## src/rtl/vga_pkg.sv

```systemverilog
// Default 640x480@60 raster timing plus helpers shared by the timing generator and its users.
package vga_pkg;

    localparam int DEF_H_ACTIVE = 640;
    localparam int DEF_H_FP     = 16;
    localparam int DEF_H_SYNC   = 96;
    localparam int DEF_H_BP     = 48;
    localparam int DEF_V_ACTIVE = 480;
    localparam int DEF_V_FP     = 10;
    localparam int DEF_V_SYNC   = 2;
    localparam int DEF_V_BP     = 33;
    localparam int DEF_CW       = 10;

    typedef logic [DEF_CW-1:0] vga_pos_t;

    function automatic int vga_h_total(input int active, input int fp, input int sync, input int bp);
        return active + fp + sync + bp;
    endfunction

    function automatic int vga_v_total(input int active, input int fp, input int sync, input int bp);
        return active + fp + sync + bp;
    endfunction

endpackage

```

## src/rtl/vga_timing_gen_if.sv

```systemverilog
// Raster output bundle: the generator drives it, renderers consume it.
interface vga_timing_gen_if #(
    parameter int CW = 10
);
    logic          pix_tick;
    logic [CW-1:0] colPos;
    logic [CW-1:0] rowPos;
    logic          HSYNC;
    logic          VSYNC;
    logic          de;
    logic          line_start;
    logic          frame_start;

    modport master (
        output pix_tick, colPos, rowPos, HSYNC, VSYNC, de, line_start, frame_start
    );

    modport slave (
        input pix_tick, colPos, rowPos, HSYNC, VSYNC, de, line_start, frame_start
    );
endinterface

```

## src/rtl/vga_tick_div.sv

```systemverilog
// Pixel-clock prescaler: one-clk tick every PIX_DIV enabled clocks; en=0 freezes the count.
module vga_tick_div #(
    parameter int PIX_DIV = 1
) (
    input  logic clk,
    input  logic rst_n,
    input  logic en,
    output logic tick
);
    localparam int            DW   = (PIX_DIV > 1) ? $clog2(PIX_DIV) : 1;
    localparam logic [DW-1:0] LAST = DW'(PIX_DIV - 1);

    generate
        if (PIX_DIV < 1) begin : g_bad_div
            $error("vga_tick_div: PIX_DIV must be >= 1");
        end
    endgenerate

    logic [DW-1:0] div_cnt_q;
    logic [DW-1:0] div_cnt_d;

    always_comb begin
        div_cnt_d = div_cnt_q;
        tick      = 1'b0;
        if (en) begin
            if (div_cnt_q == LAST) begin
                div_cnt_d = '0;
                tick      = 1'b1;
            end else begin
                div_cnt_d = div_cnt_q + 1'b1;
            end
        end
    end

    always_ff @(posedge clk or negedge rst_n) begin
        if (!rst_n) begin
            div_cnt_q <= '0;
        end else begin
            div_cnt_q <= div_cnt_d;
        end
    end

endmodule

```

## src/rtl/vga_timing_gen.sv

```systemverilog
// VGA raster timing: h/v counters advanced by the prescaler tick, then a registered output stage
// presenting the pre-increment position with its sync/enable decodes and strobes.
module vga_timing_gen
    import vga_pkg::*;
#(
    parameter int H_ACTIVE = DEF_H_ACTIVE,
    parameter int H_FP     = DEF_H_FP,
    parameter int H_SYNC   = DEF_H_SYNC,
    parameter int H_BP     = DEF_H_BP,
    parameter int V_ACTIVE = DEF_V_ACTIVE,
    parameter int V_FP     = DEF_V_FP,
    parameter int V_SYNC   = DEF_V_SYNC,
    parameter int V_BP     = DEF_V_BP,
    parameter bit HS_POL   = 1'b0,
    parameter bit VS_POL   = 1'b0,
    parameter int PIX_DIV  = 1,
    parameter int CW       = DEF_CW
) (
    input  logic             clk,
    input  logic             rst_n,
    input  logic             en,
    vga_timing_gen_if.master vo
);
    localparam int H_TOTAL = vga_h_total(H_ACTIVE, H_FP, H_SYNC, H_BP);
    localparam int V_TOTAL = vga_v_total(V_ACTIVE, V_FP, V_SYNC, V_BP);

    generate
        if (H_TOTAL > 2**CW || V_TOTAL > 2**CW) begin : g_bad_width
            $error("vga_timing_gen: CW too narrow for H_TOTAL/V_TOTAL");
        end
        if (PIX_DIV < 1) begin : g_bad_div
            $error("vga_timing_gen: PIX_DIV must be >= 1");
        end
    endgenerate

    // Inclusive sync windows keep every bound inside CW bits even when a porch ends at 2**CW.
    localparam logic [CW-1:0] H_LAST   = CW'(H_TOTAL - 1);
    localparam logic [CW-1:0] V_LAST   = CW'(V_TOTAL - 1);
    localparam logic [CW-1:0] H_ACT    = CW'(H_ACTIVE);
    localparam logic [CW-1:0] V_ACT    = CW'(V_ACTIVE);
    localparam logic [CW-1:0] HS_FIRST = CW'(H_ACTIVE + H_FP);
    localparam logic [CW-1:0] HS_LAST  = CW'(H_ACTIVE + H_FP + H_SYNC - 1);
    localparam logic [CW-1:0] VS_FIRST = CW'(V_ACTIVE + V_FP);
    localparam logic [CW-1:0] VS_LAST  = CW'(V_ACTIVE + V_FP + V_SYNC - 1);
    localparam logic          HS_ON    = HS_POL;
    localparam logic          VS_ON    = VS_POL;

    logic tick;

    vga_tick_div #(
        .PIX_DIV (PIX_DIV)
    ) u_tick_div (
        .clk   (clk),
        .rst_n (rst_n),
        .en    (en),
        .tick  (tick)
    );

    logic [CW-1:0] hc_q, hc_d;
    logic [CW-1:0] vc_q, vc_d;
    logic [CW-1:0] col_q, col_d;
    logic [CW-1:0] row_q, row_d;
    logic          hs_q, hs_d;
    logic          vs_q, vs_d;
    logic          de_q, de_d;
    logic          tick_q, tick_d;
    logic          ls_q, ls_d;
    logic          fs_q, fs_d;

    always_comb begin
        hc_d   = hc_q;
        vc_d   = vc_q;
        col_d  = col_q;
        row_d  = row_q;
        hs_d   = hs_q;
        vs_d   = vs_q;
        de_d   = de_q;
        tick_d = 1'b0;
        ls_d   = 1'b0;
        fs_d   = 1'b0;
        if (tick) begin
            col_d  = hc_q;
            row_d  = vc_q;
            hs_d   = (hc_q >= HS_FIRST && hc_q <= HS_LAST) ? HS_ON : ~HS_ON;
            vs_d   = (vc_q >= VS_FIRST && vc_q <= VS_LAST) ? VS_ON : ~VS_ON;
            de_d   = (hc_q < H_ACT) && (vc_q < V_ACT);
            tick_d = 1'b1;
            ls_d   = (hc_q == '0);
            fs_d   = (hc_q == '0) && (vc_q == '0);
            if (hc_q == H_LAST) begin
                hc_d = '0;
                vc_d = (vc_q == V_LAST) ? '0 : vc_q + 1'b1;
            end else begin
                hc_d = hc_q + 1'b1;
            end
        end
    end

    always_ff @(posedge clk or negedge rst_n) begin
        if (!rst_n) begin
            hc_q   <= '0;
            vc_q   <= '0;
            col_q  <= '0;
            row_q  <= '0;
            hs_q   <= ~HS_ON;
            vs_q   <= ~VS_ON;
            de_q   <= 1'b0;
            tick_q <= 1'b0;
            ls_q   <= 1'b0;
            fs_q   <= 1'b0;
        end else begin
            hc_q   <= hc_d;
            vc_q   <= vc_d;
            col_q  <= col_d;
            row_q  <= row_d;
            hs_q   <= hs_d;
            vs_q   <= vs_d;
            de_q   <= de_d;
            tick_q <= tick_d;
            ls_q   <= ls_d;
            fs_q   <= fs_d;
        end
    end

    assign vo.pix_tick    = tick_q;
    assign vo.colPos      = col_q;
    assign vo.rowPos      = row_q;
    assign vo.HSYNC       = hs_q;
    assign vo.VSYNC       = vs_q;
    assign vo.de          = de_q;
    assign vo.line_start  = ls_q;
    assign vo.frame_start = fs_q;

endmodule

```

## src/flat_wrapper.sv

```systemverilog
// flat-port wrapper written by rule: the top's interface ports become plain ports
module vga_timing_gen_flat import vga_pkg::*;
#(
    parameter int H_ACTIVE = DEF_H_ACTIVE,
    parameter int H_FP     = DEF_H_FP,
    parameter int H_SYNC   = DEF_H_SYNC,
    parameter int H_BP     = DEF_H_BP,
    parameter int V_ACTIVE = DEF_V_ACTIVE,
    parameter int V_FP     = DEF_V_FP,
    parameter int V_SYNC   = DEF_V_SYNC,
    parameter int V_BP     = DEF_V_BP,
    parameter bit HS_POL   = 1'b0,
    parameter bit VS_POL   = 1'b0,
    parameter int PIX_DIV  = 1,
    parameter int CW       = DEF_CW
)
  (clk, rst_n, en, vo_pix_tick, vo_colPos, vo_rowPos, vo_HSYNC, vo_VSYNC, vo_de, vo_line_start, vo_frame_start);
  vga_timing_gen_if #(.CW(CW)) vo_i ();
  input  logic clk;
  input  logic rst_n;
  input  logic en;
  output wire logic [$bits(vo_i.pix_tick)-1:0] vo_pix_tick;
  output wire logic [$bits(vo_i.colPos)-1:0] vo_colPos;
  output wire logic [$bits(vo_i.rowPos)-1:0] vo_rowPos;
  output wire logic [$bits(vo_i.HSYNC)-1:0] vo_HSYNC;
  output wire logic [$bits(vo_i.VSYNC)-1:0] vo_VSYNC;
  output wire logic [$bits(vo_i.de)-1:0] vo_de;
  output wire logic [$bits(vo_i.line_start)-1:0] vo_line_start;
  output wire logic [$bits(vo_i.frame_start)-1:0] vo_frame_start;
  assign vo_pix_tick = vo_i.pix_tick;
  assign vo_colPos = vo_i.colPos;
  assign vo_rowPos = vo_i.rowPos;
  assign vo_HSYNC = vo_i.HSYNC;
  assign vo_VSYNC = vo_i.VSYNC;
  assign vo_de = vo_i.de;
  assign vo_line_start = vo_i.line_start;
  assign vo_frame_start = vo_i.frame_start;
  vga_timing_gen #(.H_ACTIVE(H_ACTIVE), .H_FP(H_FP), .H_SYNC(H_SYNC), .H_BP(H_BP), .V_ACTIVE(V_ACTIVE), .V_FP(V_FP), .V_SYNC(V_SYNC), .V_BP(V_BP), .HS_POL(HS_POL), .VS_POL(VS_POL), .PIX_DIV(PIX_DIV), .CW(CW)) u_core (.clk(clk), .rst_n(rst_n), .en(en), .vo(vo_i));
endmodule
```

## config.mk

```make
export PLATFORM = sky130hd
export DESIGN_NAME = vga_timing_gen_flat
export DESIGN_NICKNAME = d
export VERILOG_FILES = /design/src/rtl/vga_pkg.sv /design/src/rtl/vga_timing_gen_if.sv /design/src/rtl/vga_tick_div.sv /design/src/rtl/vga_timing_gen.sv /design/src/flat_wrapper.sv
export SDC_FILE = /design/constraint.sdc
export NUM_CORES = 1
export LEC_CHECK = 0
export CORE_MARGIN = 1.5
export CORE_UTILIZATION = 30
export DETAILED_ROUTE_END_ITERATION = 7
export PLACE_DENSITY_LB_ADDON = 0.1
export SKIP_CTS_REPAIR_TIMING = 1
export SYNTH_ARGS = -nofsm -noshare
export SYNTH_HDL_FRONTEND = slang
export SYNTH_HIERARCHICAL = 1
export SYNTH_SLANG_ARGS = --single-unit
```

## constraint.sdc

```tcl
create_clock -name clk -period 1.9 [get_ports clk]
set_input_delay 0.19 -clock clk [delete_from_list [all_inputs] [get_ports clk]]
set_output_delay 0.19 -clock clk [all_outputs]
set_load 0.02 [all_outputs]
```

==> metrics.cfg, run 1 <==
[logic_synthesis]
yosysSeqAreaShare_pct=54.1
synth_top_area_cell=dfrtp_1
syn_area_per_cell_sq_um=12.0
synth_most_common_cell=dfrtp_1
synth_ff_type=dfrtp_1
synth_cell_types=33
ys_seq_elements=46
netlist_top_cells_area=dfrtp_1 (52%), mux2_2 (11%), ha_1 (2.9%)
synth-warning-count=6
syn-num-nets=185
yosysTopAreaCellShare_pct=51.7
async_flop_share_pct=100
syn_inst=177
syn_area_sq_mm=0.00213
synth_edf_count=0
netlist_top_cells_count=dfrtp_1 (44), mux2_2 (21), o21ai_0 (12)

[timing]
slew_viol_final=0
hold_viol_final=44
finalCriticalPeriod_ns=1.74
clock.fmax_mhz=573
fin_setup_tns_ns=0
worstMarginPinSlew_ns=0.732
rsz0062_at_grt=no
skew_ns=0.00911
finalCritPeriodShare_pct=91.8
slew_headroom_pct=49.9
setup_violations=0
whs_ns=-0.0156

[floorplan]
core_sq_mm=0.00683
dieArea_sq_mm=0.00762
rows=30
die_w_um=87.3
die_height_um=87.3
io-pin-count=29
start_util_pct=31.2

[worst_setup_path]
cp-end-kind=flop
cp.required_ns=2.09
rr_worst_depth=6
worst-path-max-fanout=5
r2r_slack_ns=0.16
cp_slowest_cell=dfrtp_1
path_cells=inv_1 -> ha_1 -> nor4b_4 -> and3_1 -> nor2_1 -> mux2_2
arrival_ns=1.94
slowest_delay_ns=0.44
critical_path_class=reg -> reg
start_kind=flop

[grt]
grt_overflow=0
grt_pass1_vias=1468
grt_max_degree=47
grt_usage_pct=12.9
antenna_found_initial=0
grt_pass1_wl_um=7520

[pwr]
p_total_w=0.00237
cellPowerDensity_mw_per_mm2=909
peakVddDrop_mv=0.479
power.leakage_nw=1.13

[cts]
clk_latency_ns=0.30
cts_root_buf=clkbuf_8
cts_max_level=2
cts_buffer_depth=2
numCtsBuffers=5
cts_tree=built
clk_pin_slew_ns=0.09
clock_sinks=46

[outcome]
status=finished with violations
violations=hold timing

[route]
drcViolationCount=0
first_pass_iters=4
finalWirelength_um=4430
wl_per_cell_um=14.5
via_per_inst=4.76
num_vias=1453
first_iter_violations=56
ant_nets=0

[placed_design]
portBuffers=28
gp_congestion=0.892
dp.cells=297
dpl.hpwl_um=2970

[finish]
area_growth_pct=22.4
layout.nets=216
utilization_pct=38.2
insertedDiodeCount=0
fin_cells=305
drive_gt1_share_pct=21.5

[flow_run]
maxCapViolCount=0

[hold_path]
hold_path.class=in -> async

==> kinds of logic (layout without fill, tap and decap cells) <==
logic type | after synthesis | in the layout | share of synthesized area [%]
compound gates | 23 | 23 | 6.22
xor+xnor | 10 | 10 | 4.11
fa+ha+maj | 5 | 5 | 2.94
buf+inv | 16 | 48 | 4.05
flops | 46 | 46 | 54.1
mux | 22 | 22 | 11.6
simple gates | 55 | 55 | 17.0
==> metal layers <==
| metal | part of all wire [%] | vias up | GRT usage (%) | routed length (um) |
|---|---|---|---|---|
| met1 | 47 | 721 | 16.7 | 2080 |
| met4 | 1.4 | 0 | 4.91 | 61 |
| li1 | - | 703 | - | - |
| met5 | 0 | - | 0 | 0 |
| met2 | 48 | 23 | 20.3 | 2140 |
| met3 | 3.5 | 6 | 3.79 | 154 |
==> worst paths after layout <==
kind	from	endpoint
max	u_core/vc_q[0]	u_core/vc_q[0]
min	rst_n	u_core/vc_q[0]
max reg2reg	u_core/vc_q[0]	u_core/vc_q[0]
min reg2reg	u_core/vo.HSYNC	u_core/vo.HSYNC
max in group asynchronous	rst_n	u_core/vo.rowPos[6]
min in group clk	u_core/vo.HSYNC	u_core/vo.HSYNC
==> cell type report <==
class / count / area, sq um
fill: 693 / 4220
clock inverter: 1 / 5.00
multi-input combinational: 115 / 891
inverter: 7 / 26.3
timing repair buffer: 33 / 325
clock buffer: 7 / 86.3
tap: 96 / 120
sequential: 46 / 1150
==> placed cells by master, fill, tap and decap left out, types with 5 or more instances in the layout <==
cell              n
clkbuf_8          6
mux2_2           21
xnor2_1           6
dfrtp_1          44
ha_1              5
nand4_1           6
o21ai_0          12
inv_1             7
nand2_1           7
nand3_1           8
clkdlybuf4s50_1  27
and3_1            6
nor2_1            9
==> worst max-delay path: cells and delay by family, from the launching register on <==
family	cells	cell delay, ns
muxes	1	0.26
buffers and inverters	1	0.12
adders and majority gates	1	0.17
and+or+nand+nor	3	0.65
DFF	1	0.44
==> metrics by stage <==
| step | instance area, sq um | setup WS (ns) | hold slack, ns |
|---|---|---|---|
| final | 2610 | 0.155 | -0.0156 |
| after global routing | 2610 | 0.0154 | 0.0276 |
| after CTS | 2610 | 0.162 | -0.00226 |
| after detailed placement | 2520 | 0.121 | 0.329 |
| after global placement | 2520 | 0.138 | 0.318 |
| after floorplan | 2130 | 0.386 | -0.106 |
==> power breakdown <==
| part | switching, W | internal, W | total, W |
|---|---|---|---|
| Clock | 0.000325 | 0.000294 | 0.000619 |
| Sequential | 0.000123 | 0.00110 | 0.00123 |
| Combinational | 0.000268 | 0.000256 | 0.000525 |
| Total | 0.000716 | 0.00165 | 0.00237 |
==> state kept, by name (all words and copies together) (netlist names) <==
register / count
u_core/hc_q: 10
u_core/vc_q: 10
u_core/vo.colPos: 10
u_core/vo.rowPos: 10
u_core/vo.HSYNC: 1
u_core/vo.VSYNC: 1
u_core/vo.de: 1
u_core/vo.frame_start: 1
u_core/vo.line_start: 1
u_core/vo.pix_tick: 1
No activity file was read; power rests on OpenSTA's default activity.
==> run 2: changes to the inputs <==
CAP_MARGIN = 10   (was not set)
==> results of run 2 <==
No change in the layout: final DEF, timing and power equal those of run 1.
==> RTL change 1: new RTL, config.mk and constraints of run 2 <==
Register the input `en` before use. The logic sees it one clock later. The other inputs are not delayed to match.
--- a/src/rtl/vga_timing_gen.sv
+++ b/src/rtl/vga_timing_gen.sv
@@ -23,6 +23,12 @@
 );
     localparam int H_TOTAL = vga_h_total(H_ACTIVE, H_FP, H_SYNC, H_BP);
     localparam int V_TOTAL = vga_v_total(V_ACTIVE, V_FP, V_SYNC, V_BP);
+
+    logic en_q;
+
+    always_ff @(posedge clk) begin
+        en_q <= en;
+    end
 
     generate
         if (H_TOTAL > 2**CW || V_TOTAL > 2**CW) begin : g_bad_width
@@ -52,7 +58,7 @@
     ) u_tick_div (
         .clk   (clk),
         .rst_n (rst_n),
-        .en    (en),
+        .en    (en_q),
         .tick  (tick)
     );
 
Function: changed (a bounded check fails within 4 cycles, from zero or initial values and one cycle with rst_n low).
==> RTL change 1 against run 2 <==
- worst hold slack improved by 0.37 ns
- sequential share of layout area fell by 0.059 points
- first-iteration DRC count fell by 48%
- synthesized area rose by 0.94%
- sequential cell count rose by 1
- power rose by 4.4%
- critical path depth did not move
- design area rose by 1.9%
- worst setup slack improved by 0.036 ns
- wire length rose by 3.6%
- critical path type unchanged
==> RTL change 1: results (changes against run 2) <==
[detailed_routing]
wl_met1_um = 2122  ; +2.0%
routed_wl_um = 4591  ; +3.6%
wl_met2_um = 2325  ; +8.8%
drt_iter0_markers = 29  ; -48%
via_per_inst = 4.859  ; +2.0%
vias = 1487  ; +2.3%
wl_met3_um = 113  ; -27%

[yosys]
synthTopCellsByArea = dfrtp_1 (51%), mux2_2 (11%), ha_1 (2.9%)
synth-adder-area-share_pct = 2.909  ; -0.027 points
synth-xor-area-share_pct = 4.072  ; -0.038 points
muxShareOfSynthArea_pct = 11.46  ; -0.11 points
seq_area_frac_synth_pct = 54.57  ; +0.43 points
synth.net_count = 186  ; +0.54%

[power_and_ir_drop]
combPwrFrac_pct = 20.5  ; -1.6 points
vdd_drop_max_mv = 0.4937  ; +3.2%
p_switching_uw = 692.2  ; -3.3%
p_leak_uw = 0.001198  ; +5.7%

[worst_hold_path]
hold_path_class = in -> reg

[global_routing]
grt_util_met3_pct = 2.545  ; -1.2 points
grt_util_met2_pct = 23.15  ; +2.9 points
grt_pass1_wl_um = 7838  ; +4.2%

[outcome]
run_status = complete, no violations

[cells_and_area]
drive_above_1_share_pct = 21.43  ; -0.10 points
bufAreaShareNonClock_pct = 12.34  ; -0.14 points
layout.nets = 217  ; +0.46%
fillers = 685  ; -1.2%

[timing]
hold_slack_ns = 0.3527  ; +0.3684 ns
tightest_slew_ns = 0.6111  ; -0.1213 ns

[clock_tree]
cts_num_sinks = 47  ; +2.2%

## RTL change 1: worst max path at each step
stage	slack [ns]	startpoint	end
after global routing	0.07	u_core/hc_q[0]$_DFFE_PN0P_	u_core/vc_q[5]$_DFFE_PN0P_
after global placement	0.19	u_core/vc_q[0]$_DFFE_PN0P_	u_core/vc_q[0]$_DFFE_PN0P_
final	0.19	u_core/vc_q[0]$_DFFE_PN0P_	u_core/vc_q[0]$_DFFE_PN0P_
after detailed placement	0.20	u_core/vc_q[0]$_DFFE_PN0P_	u_core/vc_q[0]$_DFFE_PN0P_
after CTS	0.19	u_core/vc_q[0]$_DFFE_PN0P_	u_core/vc_q[0]$_DFFE_PN0P_
after floorplan	0.39	u_core/vc_q[0]$_DFFE_PN0P_	u_core/vc_q[0]$_DFFE_PN0P_
## RTL change 1: critical path, stage by stage, from the launching register on
cell	delay [ns]
dfrtp_1	0.44
inv_1	0.13
ha_1	0.15
nor4b_4	0.29
and3_1	0.26
nor2_1	0.06
mux2_2	0.27
==> RTL change 2: new RTL, flow settings as in run 2 <==
Made on the original files. `HS_POL` is set to 1'b0 in 2 places; all go to 1'b1.
--- a/src/rtl/vga_timing_gen.sv
+++ b/src/rtl/vga_timing_gen.sv
@@ -11,7 +11,7 @@
     parameter int V_FP     = DEF_V_FP,
     parameter int V_SYNC   = DEF_V_SYNC,
     parameter int V_BP     = DEF_V_BP,
-    parameter bit HS_POL   = 1'b0,
+    parameter bit HS_POL   = 1'b1,
     parameter bit VS_POL   = 1'b0,
     parameter int PIX_DIV  = 1,
     parameter int CW       = DEF_CW
--- a/src/flat_wrapper.sv
+++ b/src/flat_wrapper.sv
@@ -9,7 +9,7 @@
     parameter int V_FP     = DEF_V_FP,
     parameter int V_SYNC   = DEF_V_SYNC,
     parameter int V_BP     = DEF_V_BP,
-    parameter bit HS_POL   = 1'b0,
+    parameter bit HS_POL   = 1'b1,
     parameter bit VS_POL   = 1'b0,
     parameter int PIX_DIV  = 1,
     parameter int CW       = DEF_CW
Formal check against the unedited RTL: not equivalent (Yosys sat finds a counterexample within 4 cycles, from zero or initial values and one cycle with rst_n low).
==> RTL change 2 against run 2 <==
- first-iteration DRC count decreased by 30%
- wire length grew 6.9%
- power increased by 1.2%
- critical path depth is 1 higher
- synthesized area about the same
- non-clock buffer count increased by 11
- clock skew shrank 0.0011 ns
- worst hold slack improved by 0.42 ns
- sequential cell count unchanged
- synthesized cell count fell by 1.7%
- global-route usage increased by 0.62 points
- design area up 3.6%
- count of clock-buffer cells in the layout stayed put
- worst setup slack got worse by 0.044 ns
- critical path type unchanged
- largest cell class unchanged
- largest power group unchanged
==> RTL change 2: results (changes against run 2) <==
[outcome]
run_status = complete, no violations

[cells_and_area]
finalInstanceArea_um2 = 2700  ; +3.6%
drive_above_1_share_pct = 25.35  ; +3.8 points
nonClockInverterCount = 5  ; -2
seq_share_pct = 42.68  ; -1.6 points
area_growth_pct = 26.79
layout.nets = 224  ; +3.7%
fillers = 684  ; -1.3%
clockNetworkAreaShare_pct = 3.383  ; -0.12 points

[setup_path]
arrival_ns = 1.99  ; +0.05 ns
reg2reg_slack_ns = 0.11  ; -0.04 ns
reg2reg_depth = 7  ; +1
cp_top_family = flip-flops
worstPathMaxFanout = 6  ; +1

[detailed_routing]
drt_iter0_markers = 39  ; -30%
wl_met1_um = 2222  ; +6.8%
wl_met3_um = 124  ; -19%

[yosys]
syn_inst = 174  ; -1.7%
yosys.cell_types.count = 39  ; +18%
netlist_top_cells_count = dfrtp_1 (45), mux2_2 (22), nand3_1 (11)

[power_and_ir_drop]
intPower_uw = 1668  ; +0.81%
power.total_uw = 2398  ; +1.2%
p_leak_uw = 0.001182  ; +4.3%
vdd_drop_max_mv = 0.3733  ; -22%

[global_routing]
grt_util_met2_pct = 21.75  ; +1.5 points
grt_pass1_wl_um = 7790  ; +3.6%
grt_pass1_vias = 1575  ; +7.3%
use_met1_pct = 17.52  ; +0.80 points

[place]
hpwlAfterDp_um = 3423  ; +15%

==> RTL change 2: cell types whose count changed after synthesis, moves of 2 or more <==
cell and change:
clkbuf_2 +2, o211ai_1 +2, nand3_1 +3, and3_1 -4, buf_4 -3, a21oi_1 -2, nand4_1 -3, xnor2_1 +3
a31oi_1 -4, nor4_1 +5, o21a_1 +2, o21ai_0 -5, inv_1 -2
==> RTL change 2: metrics by stage <==
| stage | setup WS (ns) | hold slack [ns] |
|---|---|---|
| after global routing | 0.01107 | 0.4690 |
| after floorplan | 0.2711 | -0.1056 |
| after global placement | 0.01060 | 0.1995 |
| after CTS | 0.09272 | -0.1167 |
| final | 0.1116 | 0.4079 |
| after detailed placement | 0.04008 | 0.2174 |
==> RTL change 2: kinds of logic after synthesis <==
logic type	share of synthesized area, %
flops	54.11
buf+inv	3.701
fa+ha+maj	2.938
mux	12.10
simple gates	17.16
compound gates	4.641
xor+xnor	5.347
